**config.mk**
```make
export PLATFORM = sky130hd
export DESIGN_NAME = link_stack
export DESIGN_NICKNAME = d
export VERILOG_FILES = /design/src/rtl/cpu9_pkg.sv /design/src/rtl/link_stack_mem.sv /design/src/rtl/link_stack.sv
export SDC_FILE = /design/constraint.sdc
export NUM_CORES = 1
export LEC_CHECK = 0
export BUFFER_PORTS_ARGS = -buffer_cell sky130_fd_sc_hd__buf_2
export CAP_MARGIN = 20
export CORE_MARGIN = 2
export CORE_UTILIZATION = 43
export CTS_BUF_LIST = sky130_fd_sc_hd__clkbuf_4 sky130_fd_sc_hd__clkbuf_8
export DETAILED_ROUTE_END_ITERATION = 7
export PLACE_DENSITY = 0.64
export SLEW_MARGIN = 20
export SYNTH_ARGS = -nofsm -noshare
export SYNTH_HDL_FRONTEND = slang
export SYNTH_SLANG_ARGS = --single-unit
export TNS_END_PERCENT = 20
```
**constraint.sdc**
```tcl
create_clock -name clk -period 3.4 [get_ports clk]
set_clock_uncertainty 0.1 [all_clocks]
set_input_delay 0.17 -clock clk [delete_from_list [all_inputs] [get_ports clk]]
set_output_delay 0.17 -clock clk [all_outputs]
set_load 0.02 [all_outputs]
```
**src/rtl/cpu9_pkg.sv**
```systemverilog
// Shared CPU-wide address types: instruction address and page-offset widths.
package cpu9_pkg;

  localparam int unsigned ADDR_W = 10;
  localparam int unsigned PAGE_W = 8;

  typedef logic [ADDR_W-1:0] addr_t;
  typedef logic [PAGE_W-1:0] page_off_t;

endpackage

```
**src/rtl/link_stack_mem.sv**
```systemverilog
// Return-address register file: one synchronous write port, one asynchronous read port.
module link_stack_mem #(
  parameter int unsigned DEPTH = 8,
  parameter int unsigned AW    = 10
) (
  input  logic                     clk,
  input  logic                     we,
  input  logic [$clog2(DEPTH)-1:0] waddr,
  input  logic [AW-1:0]            wdata,
  input  logic [$clog2(DEPTH)-1:0] raddr,
  output logic [AW-1:0]            rdata
);

  logic [AW-1:0] mem [DEPTH];

  // Contents need no reset; validity is tracked by the owner's depth count.
  always_ff @(posedge clk) begin
    if (we) begin
      mem[waddr] <= wdata;
    end
  end

  assign rdata = mem[raddr];

endmodule

```
**src/rtl/link_stack.sv**
```systemverilog
// Hardware return-address stack feeding the PC's rl input.
// Optional macro LINK_STACK_WRAP_EN: circular storage, push while full overwrites the oldest entry.
module link_stack
  import cpu9_pkg::*;
#(
  parameter int unsigned DEPTH = 8,
  parameter int unsigned AW    = ADDR_W,
  parameter int unsigned PW    = PAGE_W
) (
  input  logic                       clk,
  input  logic                       rst_n,
  input  logic                       start,
  input  logic                       push,
  input  logic                       pop,
  input  logic [AW-1:0]              rp,
  output logic [AW-1:0]              rl,
  output logic                       empty,
  output logic                       full,
  output logic [$clog2(DEPTH+1)-1:0] depth,
  output logic                       overflow,
  output logic                       underflow
);

  localparam int unsigned PTRW = $clog2(DEPTH);
  localparam int unsigned DW   = $clog2(DEPTH + 1);
  localparam logic [DW-1:0]   DepthOne = DW'(1);
  localparam logic [DW-1:0]   DepthMax = DW'(DEPTH);
  localparam logic [PTRW-1:0] PtrOne   = PTRW'(1);

  logic [DW-1:0]   depth_q, depth_d;
  logic            ovf_q, ovf_d;
  logic            unf_q, unf_d;
  logic [PTRW-1:0] base;
  logic [PTRW-1:0] waddr, raddr;
  logic            we;
  logic [AW-1:0]   ret;
  logic [AW-1:0]   rdata;

`ifdef LINK_STACK_WRAP_EN
  logic [PTRW-1:0] base_q, base_d;
  assign base = base_q;
`else
  assign base = '0;
`endif

  // Page bits are kept; only the in-page offset increments and wraps.
  assign ret = {rp[AW-1:PW], rp[PW-1:0] + 1'b1};

  assign empty = (depth_q == '0);
  assign full  = (depth_q == DepthMax);

  // When full the low depth bits are zero, so the write slot is the oldest entry.
  assign waddr = base + depth_q[PTRW-1:0];
  assign raddr = waddr - PtrOne;

  always_comb begin
    depth_d = depth_q;
    ovf_d   = ovf_q;
    unf_d   = unf_q;
    we      = 1'b0;
`ifdef LINK_STACK_WRAP_EN
    base_d  = base_q;
`endif
    if (push) begin
      if (!full) begin
        we      = 1'b1;
        depth_d = depth_q + DepthOne;
      end else begin
        ovf_d = 1'b1;
`ifdef LINK_STACK_WRAP_EN
        we     = 1'b1;
        base_d = base_q + PtrOne;
`endif
      end
    end else if (pop) begin
      if (!empty) begin
        depth_d = depth_q - DepthOne;
      end else begin
        unf_d = 1'b1;
      end
    end
  end

  always_ff @(posedge clk) begin
    if (!rst_n || start) begin
      depth_q <= '0;
      ovf_q   <= 1'b0;
      unf_q   <= 1'b0;
`ifdef LINK_STACK_WRAP_EN
      base_q  <= '0;
`endif
    end else begin
      depth_q <= depth_d;
      ovf_q   <= ovf_d;
      unf_q   <= unf_d;
`ifdef LINK_STACK_WRAP_EN
      base_q  <= base_d;
`endif
    end
  end

  link_stack_mem #(
    .DEPTH(DEPTH),
    .AW   (AW)
  ) u_mem (
    .clk  (clk),
    .we   (we),
    .waddr(waddr),
    .wdata(ret),
    .raddr(raddr),
    .rdata(rdata)
  );

  assign rl        = empty ? '0 : rdata;
  assign depth     = depth_q;
  assign overflow  = ovf_q;
  assign underflow = unf_q;

endmodule
```
==> results.toml <==
[run_status]
status = "complete, no violations"

[synth]
synth_seq_cells = 86
syn_area_um2 = 3580
synthArstFlopShare = 0
synth_edf_count = 80
ys.flop_type = "edfxtp_1"
synth_common_cells = "edfxtp_1 (80), nand2_1 (24), mux4_2 (20)"
synth_top_area_share = 0.671
synth_nets = 226
yosysSeqAreaShare = 0.704
avgSynthCellArea_um2 = 17.5
syn_inst = 205
post-synth-top-count-cell = "edfxtp_1"
yosysTopAreaCell = "edfxtp_1"
synth_area_leaders = "edfxtp_1 (67%), mux4_2 (13%), dfxtp_1 (3.4%)"
synth_warnings = 0
synth.distinct_cells = 28

[floorplanning]
initial_utilization = 0.440
dieHeight_um = 95.3
die_w_um = 95.3
die-area_um2 = 9070
rows = 33
io_pins = 33
design.core.area_um2 = 8130

[place]
dp_cells = 349
dpl-instance-area_um2 = 3930
preCtsSetupSlack_ns = 0.864
post-dp-hpwl_um = 4570
gp_congestion = 0.701
io_buffers = 32

[layout]
final_nets = 279
final_cells = 368
final_core_util = 0.508
ff_latch_area_um2 = 2520
n_antenna_cell = 0
fin_area_um2 = 4130
multi_input_area_um2 = 998
drive_gt1_frac = 0.327
fillers = 701
syn2layout_area_growth_pct = 15.3

[power]
switching_share = 0.273
p_seq_frac = 0.550
finalPower_mw = 2.20
clkPwrFrac = 0.289
p_per_area_nw_per_um2 = 533
leakagePower_nw = 1.42
ir_drop_v = 0.000177
p_sw_mw = 0.601
p_int_mw = 1.60
comb_power_share = 0.161

[min_path]
hp-start = "push"
min-delay-path-class = "in2reg"

[detailed_routing]
drtIter0Drc = 95
drcViolationCount = 0
ant_nets = 0
firstDrtPassIters = 4
vias = 1911
wl_per_cell_um = 18.7
viasPerCell = 5.19
wl_um = 6860

[clock_tree]
cts-resized-gates = 0
cts_buffer_depth = 2
htreeDepth = 3
root_buffer = "clkbuf_8"
path_clk_slew_ns = 0.09
tritoncts.num_buffers = 9
cts_sinks = 86
cts_tree = "built"
clk_latency_ns = 0.36

[setup_path]
startpoint = "depth[1]$_SDFFE_PP0P_"
rr_startpoint = "depth[1]$_SDFFE_PP0P_"
arrival_ns = 2.62
end_kind = "primary output"
cpMaxStageDelayCell = "ha_1"
cp_num_buf_inv = 3
required_ns = 3.13
path_class = "reg2out"
crit_path_start_kind = "flop"
cp_top_family = "adder cells"
critPathMaxStageDelay_ns = 0.72
worstPathCellList = "inv_1 -> ha_1 -> buf_4 -> mux4_2 -> nand2_1 -> a21oi_1 -> buf_2"
crit_fanout = 14
r2r_slack_ns = 1.04

[sta]
setup_viol = 0
finalMaxSlewViolations = 0
period_minus_slack_ns = 2.89
tightest_slew_ns = 0.662
timing.slew.headroom = 0.557
fin_ws_ns = 0.509
fin_hold_ws_ns = 0.0500
final_hold_viol_count = 0
setup-tns-final_ns = 0
finalCritPeriodShare = 0.850
rsz0062_at_grt = "no"
fmax_ghz = 0.346

[grt]
grt_pass1_vias = 1919
grtUsageTotal = 0.169
globalRouteOverflowTotal = 0
antenna_found_initial = 0
grt_max_degree = 29
grt_pass1_wl_um = 10600

[job]
max-cap-violations = 0
-- repair_timing --
| item | in CTS | in global routing |
|---|---|---|
| hold buffers | 3 | 0 |
| setup buffers | 0 | 0 |
| hold endpoints to repair | 17 | 0 |
-- path summary, 6_finish.rpt --
path	to	cells after the start
worst max-delay path	rl[7]	7
worst min-delay path	overflow$_SDFFE_PP0P_	3
worst max register to register	u_mem.mem[2][9]$_DFFE_PP_	5
worst min register to register	overflow$_SDFFE_PP0P_	2
-- worst reg2reg max path, cell delays in order, from the launching register on --
cell and delay [ns]:
dfxtp_1 0.49, inv_1 0.13, ha_1 0.21, a211o_1 0.35, nor2_1 0.52, buf_4 0.28
-- layout by cell type, fill, tap and decap left out, types with 2 or more instances in the layout --
| master | synthesis | final |
|---|---|---|
| buf_4 | 0 | 13 |
| clkinv_2 | 0 | 2 |
| dlygate4sd3_1 | 0 | 3 |
| a21oi_1 | 13 | 13 |
| mux4_2 | 20 | 20 |
| and3_1 | 2 | 2 |
| nor2_1 | 12 | 12 |
| dfxtp_1 | 6 | 5 |
| edfxtp_1 | 80 | 80 |
| inv_1 | 4 | 4 |
| buf_2 | 0 | 32 |
| nand2_1 | 24 | 24 |
| clkinvlp_4 | 0 | 4 |
| nand3_1 | 4 | 4 |
| a211oi_1 | 3 | 3 |
| and2_1 | 2 | 2 |
| clkbuf_8 | 0 | 9 |
| ha_1 | 5 | 5 |
| xnor2_1 | 9 | 9 |
| xor2_1 | 2 | 2 |
| nor3_1 | 2 | 2 |
-- power by group through the flow --
stage                     combinational (mW)  clock (mW)  sequential, mW
after detailed placement               0.357           0            1.23
after CTS                              0.361       0.650            1.21
after floorplan                        0.237           0            1.24
after global routing                   0.390       0.698            1.21
after global placement                 0.355           0            1.23
final                                  0.354       0.636            1.21
-- cells by family after synthesis --
| kind of cell | synth area share |
|---|---|
| flops | 0.704 |
| simple gates | 0.0622 |
| mux | 0.129 |
| compound gates | 0.0335 |
| xor+xnor | 0.0314 |
| buf+inv | 0.0168 |
| fa+ha+maj | 0.0231 |
-- cell type report --
class	count	area share
clock buffers	9	0.0300
clock inverters	7	0.0118
inverters	4	0.00364
multi-input cells	109	0.242
flip-flops and latches	86	0.611
well taps	105	0.0318
repair buffers	48	0.0697
-- state kept, by name (all words and copies together) (netlist names) --
register   count
depth          4
overflow       1
u_mem.mem     80
underflow      1
-- metal layers --
metal	part of all wire	vias to the layer above	wire (um)	global-route usage
met5	0	-	0	0
met1	0.46	957	3130	0.230
met2	0.49	44	3350	0.264
met3	0.037	9	255	0.0427
met4	0.018	0	123	0.0652
li1	-	901	-	-
Note: power is estimated with default switching activity, not from simulation.
